**src/rtl/sram_pkg.sv**
```systemverilog
// Shared SRAM geometry, read latency and scheduler state encoding.
package sram_pkg;

    localparam int SRAM_ADDR_COUNT = 20;  // word address width
    localparam int SRAM_DATA_WIDTH = 16;
    localparam int SRAM_RD_LAT     = 2;
    localparam int SRAM_LEN_W      = 10;

    typedef enum logic [1:0] {
        IDLE,
        ISSUE,
        DRAIN,
        DONE
    } SchedState;

endpackage

```
**src/rtl/rd_tag_pipe.sv**
```systemverilog
// RD_LAT-deep shift register of {valid, index} tracking aux reads in flight.
module rd_tag_pipe #(
    parameter int RD_LAT = 2,
    parameter int IDX_W  = 10
) (
    input  logic             i_clk,
    input  logic             i_clr,
    input  logic             i_load,
    input  logic [IDX_W-1:0] i_index,
    output logic             o_valid,
    output logic [IDX_W-1:0] o_index,
    output logic             o_busy
);

    logic [RD_LAT-1:0]            vld_q;
    logic [RD_LAT-1:0][IDX_W-1:0] idx_q;

    always_ff @(posedge i_clk) begin
        if (i_clr) begin
            vld_q <= '0;
            idx_q <= '0;
        end else begin
            vld_q[0] <= i_load;
            idx_q[0] <= i_load ? i_index : '0;
            for (int s = 1; s < RD_LAT; s++) begin
                vld_q[s] <= vld_q[s-1];
                idx_q[s] <= idx_q[s-1];
            end
        end
    end

    assign o_valid = vld_q[RD_LAT-1];
    assign o_index = idx_q[RD_LAT-1];
    assign o_busy  = |vld_q;

endmodule

```
**src/rtl/sram_read_scheduler.sv**
```systemverilog
// Shares the SRAM read port: display has absolute priority, aux bursts fill idle slots.
// Define SRAM_SCHED_STATS_EN to add the o_preempt_cnt preemption counter.
module sram_read_scheduler
    import sram_pkg::*;
#(
    parameter int ADDR_W = SRAM_ADDR_COUNT,
    parameter int DATA_W = SRAM_DATA_WIDTH,
    parameter int RD_LAT = SRAM_RD_LAT,
    parameter int LEN_W  = SRAM_LEN_W
) (
    input  logic              i_clk,
    input  logic              i_rst,
    input  logic              i_disp_en,
    input  logic [ADDR_W-1:0] i_disp_addr,
    input  logic              i_aux_start,
    input  logic [ADDR_W-1:0] i_aux_base,
    input  logic [LEN_W-1:0]  i_aux_len,
    output logic              o_aux_busy,
    output logic              o_aux_rvalid,
    output logic [DATA_W-1:0] o_aux_rdata,
    output logic [LEN_W-1:0]  o_aux_rindex,
    output logic              o_aux_done,
`ifdef SRAM_SCHED_STATS_EN
    output logic [15:0]       o_preempt_cnt,
`endif
    output logic [ADDR_W-1:0] o_sram_addr,
    input  logic [DATA_W-1:0] i_sram_data
);

    SchedState         state_q, state_d;
    logic [ADDR_W-1:0] base_q, base_d;
    logic [LEN_W-1:0]  len_q, len_d;
    logic [LEN_W-1:0]  idx_q, idx_d;
    logic              pending;
    logic              issue;
    logic              pipe_busy;
    logic              pipe_valid;
    logic [LEN_W-1:0]  pipe_index;

    assign pending = (state_q == ISSUE) && (idx_q < len_q);
    assign issue   = pending && !i_disp_en;

    always_comb begin
        state_d = state_q;
        base_d  = base_q;
        len_d   = len_q;
        idx_d   = idx_q;
        case (state_q)
            IDLE: begin
                if (i_aux_start) begin
                    base_d  = i_aux_base;
                    len_d   = i_aux_len;
                    idx_d   = '0;
                    state_d = (i_aux_len == '0) ? DONE : ISSUE;
                end
            end
            ISSUE: begin
                if (issue) begin
                    idx_d = idx_q + LEN_W'(1);
                    if (idx_q == len_q - LEN_W'(1)) state_d = DRAIN;
                end
            end
            DRAIN: begin
                if (!pipe_busy) state_d = DONE;
            end
            DONE: begin
                state_d = IDLE;
            end
            default: state_d = IDLE;
        endcase
    end

    always_ff @(posedge i_clk) begin
        if (i_rst) begin
            state_q <= IDLE;
            base_q  <= '0;
            len_q   <= '0;
            idx_q   <= '0;
        end else begin
            state_q <= state_d;
            base_q  <= base_d;
            len_q   <= len_d;
            idx_q   <= idx_d;
        end
    end

    // Display address passes straight through; aux address wraps modulo 2^ADDR_W.
    always_comb begin
        o_sram_addr = '0;
        if (i_disp_en)    o_sram_addr = i_disp_addr;
        else if (pending) o_sram_addr = base_q + ADDR_W'(idx_q);
    end

    rd_tag_pipe #(
        .RD_LAT (RD_LAT),
        .IDX_W  (LEN_W)
    ) u_tag_pipe (
        .i_clk   (i_clk),
        .i_clr   (i_rst),
        .i_load  (issue),
        .i_index (idx_q),
        .o_valid (pipe_valid),
        .o_index (pipe_index),
        .o_busy  (pipe_busy)
    );

    // The tag's last stage lines up with the SRAM data of the same read.
    assign o_aux_rvalid = pipe_valid;
    assign o_aux_rindex = pipe_index;
    assign o_aux_rdata  = pipe_valid ? i_sram_data : '0;
    assign o_aux_busy   = (state_q != IDLE);
    assign o_aux_done   = (state_q == DONE);

`ifdef SRAM_SCHED_STATS_EN
    logic [15:0] preempt_q;

    always_ff @(posedge i_clk) begin
        if (i_rst) begin
            preempt_q <= '0;
        end else if (state_q == IDLE && i_aux_start) begin
            preempt_q <= '0;
        end else if (pending && i_disp_en && preempt_q != 16'hFFFF) begin
            preempt_q <= preempt_q + 16'd1;
        end
    end

    assign o_preempt_cnt = preempt_q;
`endif

endmodule

```
**config.mk**
```make
export PLATFORM = sky130hd
export DESIGN_NAME = sram_read_scheduler
export DESIGN_NICKNAME = d
export VERILOG_FILES = /design/src/rtl/sram_pkg.sv /design/src/rtl/rd_tag_pipe.sv /design/src/rtl/sram_read_scheduler.sv
export SDC_FILE = /design/constraint.sdc
export NUM_CORES = 1
export LEC_CHECK = 0
export CELL_PAD_IN_SITES_DETAIL_PLACEMENT = 0
export CELL_PAD_IN_SITES_GLOBAL_PLACEMENT = 1
export CORE_UTILIZATION = 36
export CTS_CLUSTER_SIZE = 10
export DETAILED_ROUTE_END_ITERATION = 8
export PLACE_DENSITY = 0.95
export SLEW_MARGIN = 0
export SYNTH_ARGS = -nofsm -noshare
export SYNTH_HDL_FRONTEND = slang
export SYNTH_SLANG_ARGS = --single-unit
```
**constraint.sdc**
```tcl
create_clock -name i_clk -period 5 [get_ports i_clk]
set_input_delay 1.5 -clock i_clk [delete_from_list [all_inputs] [get_ports i_clk]]
set_output_delay 1.5 -clock i_clk [all_outputs]
set_load 0.02 [all_outputs]
```
==> flow_summary.yaml, run 1 <==
floorplanning:
  die_h_um: 104.6
  initial_core_util: 0.3689
  core_um2: 10280
  num_rows: 37
  dieArea_um2: 10950
  fp.dieW_um: 104.6
  ios: 119
cts:
  cts_max_path_buffers: 2
  cts_buffers: 9
  htreeDepth: 3
  post_cts_buffers: 0
  cts_tree: "yes"
  ctsHoldBuffers: 0
  clk_pin_slew_worst_paths_ps: 70
  root_buffer: "clkbuf_8"
  worstSkewPairLatency_ps: 350
  cts.sinks: 64
global_route:
  grt_max_degree: 41
  gr-total-overflow: 0
  grt_usage: 0.1865
  grt_pass1_wl_um: 16330
  antenna_found_initial: 0
  grt_pass1_vias: 3415
timing:
  max_freq_ghz: 0.2029
  finalCriticalPeriod_ps: 4927
  rsz0062_at_grt: "no"
  setup_viol: 0
  hold_violations: 0
  period_share: 0.9855
  drv_slew: 0
  tightestPinTransition_ps: 1110
  clock_skew_ps: 14.20
  relSlewSlack: 0.2598
power_and_ir_drop:
  p_per_area_nw_per_um2: 311.1
  p_seq_frac: 0.382
  clock_power_share: 0.237
  p_sw_frac: 0.3704
  p_sw_mw: 0.6016
  p_comb_frac: 0.380
  cellLeakagePower_nw: 2.093
  power_mw: 1.624
  vdd_drop_max_uv: 148.3
  internal_power_mw: 1.022
placed_design:
  hpwl_um: 7573
  portBuffers: 118
  gp_congestion: 0.8570
layout:
  nets: 688
  layout-drive-gt1-share: 0.05378
  multi_input_comb_area_um2: 2283
  syn2layout_area_growth_pct: 37.72
  n_antenna_cell: 0
  final_core_util: 0.5080
  fillers: 1036
  register_area_um2: 1281
route:
  drc: 0
  route.vias.total: 3562
  viasPerCell: 4.873
  firstDrtPassIters: 5
  ant_nets: 0
  wl_per_cell_um: 13.54
  wl_um: 9899
  drtIter0Drc: 143
outcome:
  status: "finished clean"
worst_setup_path:
  endpoint_kind: "primary output"
  crit_slowest_cell: "clkdlybuf4s50_1"
  worst-path-max-fanout: 5
  critPathMaxStageDelay_ps: 590
  startpoint_type: "primary input"
  cp_common_cell: "clkdlybuf4s50_1"
  cp_cell_sequence: "clkdlybuf4s50_1 -> nor4b_1 -> buf_4 -> and2_2 -> a22o_1 -> clkdlybuf4s50_1"
  worstPathArrival_ps: 3430
  crit_required_ps: 3500
  crit_type: "primary input to primary output"
yosys:
  synthFlopType: "dfxtp_1"
  synthTopCellsByCount: "nand2_1 (87), dfxtp_1 (64), a21oi_1 (47), o21ai_0 (29), and2_1 (28)"
  yosysMostFrequentCell: "nand2_1"
  synthTopCellsByArea: "dfxtp_1 (34%), ha_1 (8.9%), nand2_1 (8.6%)"
  mappedNetlistArea_um2: 3791
  ys_seq_area_frac: 0.3380
  async_flop_share: 0
  yosysTopAreaCellShare: 0.3380
  ys_warn_count: 0
  syn_area_per_cell_um2: 7.898
  syn_nets: 578
  ys_ff_latch: 64
  synth_cells: 480
  synth.distinct_cells: 52
  synth_top_cell_by_area: "dfxtp_1"
  synth-edff-count: 0
min_path:
  hold_path_class: "register to register"
run:
  drv_cap: 0
[timing repair]
action,CTS,global route
endpoints found under the hold margin,0,0
endpoints found under the setup margin,20,1
pin swaps,0,0
resized for setup,17,1
[sequential cells by signal, indices dropped and copies added, names as in the netlist]
signal              flops
len_q                  10
base_q                 20
idx_q                  10
u_tag_pipe.o_index     10
state_q                 2
u_tag_pipe.vld_q        2
u_tag_pipe.idx_q       10
[cell families (layout without fill, tap and decap cells)]
logic type,after synthesis,in the layout,synth area share
buffers and inverters,50,165,0.06006
DFF,64,64,0.3380
AOI/OAI and AO/OA,107,107,0.1703
xor gates and xnor gates,35,35,0.08086
and+or+nand+nor,196,196,0.2564
adders and majority gates,28,28,0.09439
[area by class of cell]
class                      instances  share of cell area
tap                              136             0.03259
sequential                        64              0.2454
multi-input combinational        366              0.4373
timing repair buffer             129              0.2387
clock buffer                      11             0.02516
clock inverter                     5            0.006470
inverter                          20             0.01438
[cells in the final DEF (no fill, tap or decap), types with 2 or more instances in the layout]
cell               n
clkdlybuf4s50_1  101
nand2_1           87
dfxtp_1           64
a21oi_1           47
o21ai_0           29
and2_1            27
ha_1              27
nor2_1            23
inv_1             20
xnor2_1           19
xor2_1            16
dlygate4sd2_1     16
nor2b_1           13
buf_4             11
clkbuf_8           9
or3_1              7
nor3_1             6
nor4_1             5
nand2b_1           4
a21o_1             4
a211oi_1           3
o21a_1             3
nand3_1            3
and3_1             3
a22o_1             3
nand3b_1           3
a31oi_1            3
nand4b_1           3
nor3b_1            2
nand4_1            2
clkinv_2           2
clkinvlp_4         2
clkbuf_1           2
[power groups by stage]
stage	Clock, mW	Combinational (mW)	Sequential, mW
floorplan	0	0.418	0.613
global placement	0	0.611	0.629
detailed placement	0	0.624	0.632
CTS	0.394	0.622	0.620
global route	0.418	0.685	0.630
finish	0.386	0.617	0.621
[per-stage QoR]
stage	std cells	instance area [µm²]	setup TNS [ps]	hold WS (ps)	setup slack, ps
2_1_floorplan	480	3791	0	413.8	731.7
3_3_place_gp	715	5072	-672.0	425.2	-61.96
3_5_place_dp	715	5072	-176.1	423.3	-34.64
4_1_cts	731	5219	0	439.0	33.15
5_1_grt	731	5221	0	456.5	3.189
6_report	731	5221	0	435.7	72.65
[path summary, 6_finish.rpt]
kind,slack (ps),cells past startpoint,to,from
hold reg to reg,440,1,u_tag_pipe.o_index[7],u_tag_pipe.idx_q[7]
setup reg to reg,2110,11,state_q[1],idx_q[7]
setup / recovery,70,6,o_sram_addr[9],i_disp_en
hold / removal,440,1,u_tag_pipe.o_index[7],u_tag_pipe.idx_q[7]
[worst max-delay path: cells and delay by family]
kind / cells / cell delay [ps]
simple gates: 2 / 540
buf+inv: 3 / 1230
compound gates: 1 / 150
[layer usage]
layer / global-route usage / wire (µm) / up-vias
li1: - / - / 1837
met1: 0.2295 / 4509 / 1619
met2: 0.3141 / 4676 / 89
met3: 0.05053 / 504 / 17
met4: 0.06137 / 208 / 0
met5: 0 / 0 / -
No activity file was read; power rests on OpenSTA's default activity.
==> run 2, diff against run 1 <==
--- a/config.mk
+++ b/config.mk
@@ -15,3 +15,4 @@
 export SYNTH_ARGS = -nofsm -noshare
 export SYNTH_HDL_FRONTEND = slang
 export SYNTH_SLANG_ARGS = --single-unit
+export TNS_END_PERCENT = 1
==> results of run 2 <==
No change in the layout: final DEF, timing and power equal those of run 1.
